[src/rtl/vending_ctrl_mp.sv]
// Multi-product vending controller: credit, per-product price/stock, vend, and greedy one-coin-per-beat change.
// Optional idle auto-refund is enabled by defining VENDING_TIMEOUT_EN.
module vending_ctrl_mp #(
   parameter int unsigned N_PROD        = 4,
   parameter int unsigned MONEY_W       = 11,
   parameter int unsigned QTY_W         = 3,
   parameter int unsigned DEFAULT_PRICE = 250,
   parameter int unsigned DEFAULT_QTY   = 2,
`ifdef VENDING_TIMEOUT_EN
   parameter int unsigned TIMEOUT_CYC   = 1000000,
`endif
   localparam int unsigned PROD_W       = $clog2(N_PROD)
) (
   input  logic               clk,
   input  logic               rst,
   input  logic               cmd_valid,
   output logic               cmd_ready,
   input  logic [2:0]         cmd_op,
   input  logic [PROD_W-1:0]  cmd_prod,
   input  logic [MONEY_W-1:0] cmd_arg,
   output logic               vend_valid,
   output logic [PROD_W-1:0]  vend_prod,
   output logic               coin_valid,
   output logic [2:0]         coin_code,
   input  logic               coin_ready,
   output logic               err_valid,
   output logic [2:0]         err_code,
   output logic [MONEY_W-1:0] credit
);

   localparam int unsigned PI_W = PROD_W + 1;

   localparam logic [2:0] OP_COIN      = 3'd0;
   localparam logic [2:0] OP_BUY       = 3'd1;
   localparam logic [2:0] OP_SET_PRICE = 3'd2;
   localparam logic [2:0] OP_SET_QTY   = 3'd3;
   localparam logic [2:0] OP_REFUND    = 3'd4;

   localparam logic [2:0] ERR_BAD_COIN  = 3'd1;
   localparam logic [2:0] ERR_OVERFLOW  = 3'd2;
   localparam logic [2:0] ERR_BAD_PROD  = 3'd3;
   localparam logic [2:0] ERR_NO_CREDIT = 3'd4;
   localparam logic [2:0] ERR_NO_STOCK  = 3'd5;

   typedef enum logic [1:0] {S_IDLE, S_VEND, S_CHANGE} state_t;

   state_t             state;
   logic [MONEY_W-1:0] price [N_PROD];
   logic [QTY_W-1:0]   qty   [N_PROD];

   logic               accept;
   logic               prod_ok;
   logic               coin_ok;
   logic [MONEY_W:0]   coin_sum;
   logic [MONEY_W-1:0] sel_price;
   logic [QTY_W-1:0]   sel_qty;
   logic [MONEY_W-1:0] credit_less;
`ifdef VENDING_TIMEOUT_EN
   logic [31:0]        tmo_cnt;
`endif

   function automatic logic [MONEY_W-1:0] coin_value(input logic [2:0] code);
      case (code)
         3'd1:    return MONEY_W'(1);
         3'd2:    return MONEY_W'(2);
         3'd3:    return MONEY_W'(5);
         3'd4:    return MONEY_W'(10);
         3'd5:    return MONEY_W'(20);
         3'd6:    return MONEY_W'(50);
         default: return '0;
      endcase
   endfunction

   // Greedy change: largest coin not exceeding the remaining amount.
   function automatic logic [2:0] best_coin(input logic [MONEY_W-1:0] amt);
      if (amt >= MONEY_W'(50))      return 3'd6;
      else if (amt >= MONEY_W'(20)) return 3'd5;
      else if (amt >= MONEY_W'(10)) return 3'd4;
      else if (amt >= MONEY_W'(5))  return 3'd3;
      else if (amt >= MONEY_W'(2))  return 3'd2;
      else if (amt >= MONEY_W'(1))  return 3'd1;
      else                          return 3'd0;
   endfunction

   assign cmd_ready   = (state == S_IDLE) && !rst;
   assign accept      = cmd_valid && cmd_ready;
   assign prod_ok     = {1'b0, cmd_prod} < PI_W'(N_PROD);
   assign coin_ok     = (cmd_arg[2:0] != 3'd0) && (cmd_arg[2:0] != 3'd7);
   assign coin_sum    = {1'b0, credit} + {1'b0, coin_value(cmd_arg[2:0])};
   assign sel_price   = price[cmd_prod];
   assign sel_qty     = qty[cmd_prod];
   assign credit_less = credit - coin_value(coin_code);

   always_ff @(posedge clk) begin
      if (rst) begin
         state      <= S_IDLE;
         credit     <= '0;
         vend_valid <= 1'b0;
         vend_prod  <= '0;
         coin_valid <= 1'b0;
         coin_code  <= '0;
         err_valid  <= 1'b0;
         err_code   <= '0;
         for (int i = 0; i < N_PROD; i++) begin
            price[i] <= MONEY_W'(DEFAULT_PRICE);
            qty[i]   <= QTY_W'(DEFAULT_QTY);
         end
`ifdef VENDING_TIMEOUT_EN
         tmo_cnt    <= '0;
`endif
      end else begin
         vend_valid <= 1'b0;
         err_valid  <= 1'b0;
`ifdef VENDING_TIMEOUT_EN
         tmo_cnt    <= '0;
`endif
         case (state)
            S_IDLE: begin
               if (accept) begin
                  case (cmd_op)
                     OP_COIN: begin
                        if (!coin_ok) begin
                           err_valid <= 1'b1;
                           err_code  <= ERR_BAD_COIN;
                        end else if (coin_sum[MONEY_W]) begin
                           err_valid <= 1'b1;
                           err_code  <= ERR_OVERFLOW;
                        end else begin
                           credit <= coin_sum[MONEY_W-1:0];
                        end
                     end
                     OP_BUY: begin
                        if (!prod_ok) begin
                           err_valid <= 1'b1;
                           err_code  <= ERR_BAD_PROD;
                        end else if (credit < sel_price) begin
                           err_valid <= 1'b1;
                           err_code  <= ERR_NO_CREDIT;
                        end else if (sel_qty == '0) begin
                           err_valid <= 1'b1;
                           err_code  <= ERR_NO_STOCK;
                        end else begin
                           credit         <= credit - sel_price;
                           qty[cmd_prod]  <= sel_qty - QTY_W'(1);
                           vend_valid     <= 1'b1;
                           vend_prod      <= cmd_prod;
                           state          <= S_VEND;
                        end
                     end
                     OP_SET_PRICE: begin
                        if (prod_ok) begin
                           price[cmd_prod] <= cmd_arg;
                        end else begin
                           err_valid <= 1'b1;
                           err_code  <= ERR_BAD_PROD;
                        end
                     end
                     OP_SET_QTY: begin
                        if (prod_ok) begin
                           qty[cmd_prod] <= cmd_arg[QTY_W-1:0];
                        end else begin
                           err_valid <= 1'b1;
                           err_code  <= ERR_BAD_PROD;
                        end
                     end
                     OP_REFUND: begin
                        if (credit != '0) begin
                           state      <= S_CHANGE;
                           coin_valid <= 1'b1;
                           coin_code  <= best_coin(credit);
                        end
                     end
                     default: ;
                  endcase
               end
`ifdef VENDING_TIMEOUT_EN
               // Idle credit with no traffic is refunded after TIMEOUT_CYC cycles.
               else if (credit != '0) begin
                  if (tmo_cnt == 32'(TIMEOUT_CYC - 1)) begin
                     state      <= S_CHANGE;
                     coin_valid <= 1'b1;
                     coin_code  <= best_coin(credit);
                  end else begin
                     tmo_cnt <= tmo_cnt + 32'd1;
                  end
               end
`endif
            end
            S_VEND: begin
               if (credit != '0) begin
                  state      <= S_CHANGE;
                  coin_valid <= 1'b1;
                  coin_code  <= best_coin(credit);
               end else begin
                  state <= S_IDLE;
               end
            end
            S_CHANGE: begin
               // coin_code only moves on a completed beat, so it is stable while stalled.
               if (coin_ready) begin
                  credit <= credit_less;
                  if (credit_less == '0) begin
                     state      <= S_IDLE;
                     coin_valid <= 1'b0;
                  end else begin
                     coin_code <= best_coin(credit_less);
                  end
               end
            end
            default: state <= S_IDLE;
         endcase
      end
   end

endmodule

[config.mk]
export PLATFORM = sky130hd
export DESIGN_NAME = vending_ctrl_mp
export DESIGN_NICKNAME = d
export VERILOG_FILES = /design/src/rtl/vending_ctrl_mp.sv
export SDC_FILE = /design/constraint.sdc
export NUM_CORES = 1
export LEC_CHECK = 0
export CORE_ASPECT_RATIO = 0.5
export CORE_UTILIZATION = 60
export DETAILED_ROUTE_END_ITERATION = 16
export PLACE_DENSITY = 0.83
export SYNTH_ARGS = -nofsm -noshare
export SYNTH_HDL_FRONTEND = slang
export SYNTH_SLANG_ARGS = --single-unit
[constraint.sdc]
create_clock -name clk -period 4 [get_ports clk]
set_input_delay 0.4 -clock clk [delete_from_list [all_inputs] [get_ports clk]]
set_output_delay 0.4 -clock clk [all_outputs]
set_load 0.1 [all_outputs]
==> metrics.md <==
| Metric | Value |
|---|---|
| Met2 Use GR | 50.3% |
| GRT met3 Usage | 6.04% |
| Fin nets | 649 |
| Post-Syn Nets | 609 |
| DR vias | 4703 |
| Slowest stage delay, CP | 0.55 ns |
| Antenna viol nets, final | 0 |
| Cell area after layout | 6440 sq um |
| # Post-CTS Setup Buffers | 0 |
| Final wirelength | 14.0 mm |
| Die footprint | 9710 sq um |
| Critical Path RT | 4.10 ns |
| Wire per inst | 19.4 um |
| Multi-input gate area | 3190 sq um |
| CP startpoint kind | input port |
| Share of cells above drive strength 1 | 13.0% |
| Initial DRC Count | 518 |
| Hold bufs inserted after CTS | 0 |
| Hold Path Class | reg -> reg |
| Port buffer count | 42 |
| Sequential area share after synthesis | 38.8% |
| EDFF count, synth | 56 |
| Gr busiest metal | met2 |
| Num CTS Buffers | 9 |
| Yosys reg bits | 80 |
| Status | complete, but fails checks |
| Max Cap Viol | 0 |
| CP Class | in -> reg |
| Syn Area/Cell | 9.94 sq um |
| Global-route wire length before repair | 23.2 mm |
| Starting Density | 63.0% |
| Unrepaired setup endpoints after global routing | no |
| Pleak | 0.00243 uW |
| Slew Viols, Final | 0 |
| Avg Vias per Cell | 6.50 |
| Synth-to-layout area growth | 15.6% |
| Failing checks | DRC |
| Minimum clock period | 3.64 ns |
| H-tree depth | 3 |
| DP Area | 6140 sq um |
| Setup TNS | 0 ns |
| Fmax achieved | 0.275 GHz |
| Most frequent cells in the layout | edfxtp_1 (56), clkdlybuf4s50_1 (41), nor2_1 (32) |
| Final setup fails | 0 |
| Area taken by flip-flops and latches | 2160 sq um |
| Pre-antenna DRT Iters | 13 |
| PwrDens | 319 nW/um^2 |
| Clk sinks | 80 |
| GRT overflow | 0 |
| Max Clock Skew | 0.00671 ns |
| Synth warnings | 0 |
| Endpoint type of the worst setup path | flop |
| Peak VDD IR | 0.249 mV |
| Worst-path clk slew | 0.06 ns |
| Async S/R FF share, synth | 0% |
| Final period utilization | 91.0% |
| Gr usage total | 30.7% |
| DRC | 2 |
| Mapped Cells | 561 |
| Worst setup startpoint | cmd_prod[0] |
| I/O pin count | 43 |
| Max FO, Critical Path | 22 |
| Clk root buf | clkbuf_16 |
| Antenna violations before repair | 0 |
| Worst path cell trace | clkdlybuf4s50_1, buf_12, mux4_2, inv_1, ha_1, nor2b_1, o31ai_1, a21oi_1, a21oi_2, nor2_1, nand2b_1, a31o_2 |
| Area of the core | 8860 sq um |
| Worst-Margin Slew | 0.979 ns |
| Area of the mapped netlist | 5580 sq um |
| Hold Slack | 0.472 ns |
| Site row count | 24 |
| Commonest non-fill, non-tap cell in the layout | edfxtp_1 |
| CTS tree | yes |
| N_diodes | 0 |
| Reg2reg start | coin_code[0] |
| Worst skew pair latency | 0.34 ns |
| Fillers | 624 |
| Die X | 138 um |
| Crit-path slowest cell | mux4_2 |
| Netlist cell types | 84 |
| Fin. Hold Viols | 0 |
| Main flop type after synthesis | edfxtp_1 |
| Routability congestion estimate | 0.902 |
| Vias in the first global route | 4430 |
| Largest net degree at the start of global routing | 30 |
| # resized after CTS | 0 |
| Clock buffer depth | 2 |
| Hold_sp | err_code[1] |
| CP arrival | 3.75 ns |
| Slew headroom | 34.6% |
| Global routing met1 resource utilization | 41.5% |
| Dpl hpwl | 10.1 mm |
| Die H | 70.2 um |
==> critical path: cells and delay by family <==
family                   cells  cell delay (ns)
multiplexers                 1             0.55
AND/OR/NAND/NOR              3             0.59
AO/OA/AOI/OAI                4             1.18
buffers and inverters        3             0.77
adder cells (fa/ha/maj)      1             0.22
==> state kept, by name (all words and copies together) (netlist names) <==
name / cells
price: 44
qty: 12
credit: 11
coin_code: 3
err_code: 3
state: 2
vend_prod: 2
coin_valid: 1
err_valid: 1
vend_valid: 1
==> path summary, 6_finish.rpt <==
check / endpoint / slack, ns / cells past startpoint
hold reg to reg: err_code[1] / 0.47 / 2
setup reg to reg: coin_code[1] / 0.70 / 12
setup / recovery: qty[3][0] / 0.36 / 12
hold / removal: err_code[1] / 0.47 / 2
==> routing by layer <==
layer / vias up / wire length, um
met5: - / 0
met4: 0 / 246
met3: 30 / 1050
met2: 230 / 6690
met1: 2241 / 6060
li1: 2202 / -
==> logic make-up after synthesis <==
| kind of cell | Yosys count | synth area share, % |
|---|---|---|
| AND/OR/NAND/NOR | 209 | 21.2 |
| XOR/XNOR | 16 | 2.65 |
| multiplexers | 19 | 6.35 |
| adder cells (fa/ha/maj) | 28 | 6.69 |
| buffers and inverters | 54 | 4.11 |
| flip-flops | 80 | 38.8 |
| AO/OA/AOI/OAI | 155 | 20.3 |
==> metrics by stage <==
step	cells	utilization, %	total power, uW	setup WS (ns)
after global routing	723	72.8	2120	0.179
after detailed placement	707	69.4	1220	0.0486
after global placement	707	69.4	1210	0.220
after floorplan	561	-	1130	0.255
final	723	72.8	2060	0.359
after CTS	723	72.8	2050	0.389
==> synthesized netlist by cell type (all sizes together) (10+ instances only) <==
cell type,number,area (sq um)
nand2b,28,175
nand3,20,100
nor3,13,75.1
inv,27,101
nand2,26,97.6
and3,15,93.8
clkbuf,21,88.8
or3,10,68.8
nor2,32,120
or2,15,96.4
o21ai,33,165
edfxtp,56,1680
a21oi,28,148
a211oi,13,103
ha,25,313
mux4,13,293
and2,22,138
dfxtp,24,480
==> where the power goes <==
part           switching, uW  leakage (uW)  internal (uW)
clock network            359      0.000150            490
registers               11.8      0.000760            909
logic                    168       0.00152            121
total                    539       0.00243           1520
==> area by class of cell <==
cell class / instances / share of cell area (%)
sequential: 80 / 33.5
tap: 117 / 2.27
timing repair buffer: 56 / 8.50
multi-input combinational: 427 / 49.4
clock buffer: 9 / 3.49
clock inverter: 7 / 1.18
inverter: 27 / 1.57
Note: power is estimated with default switching activity, not from simulation.
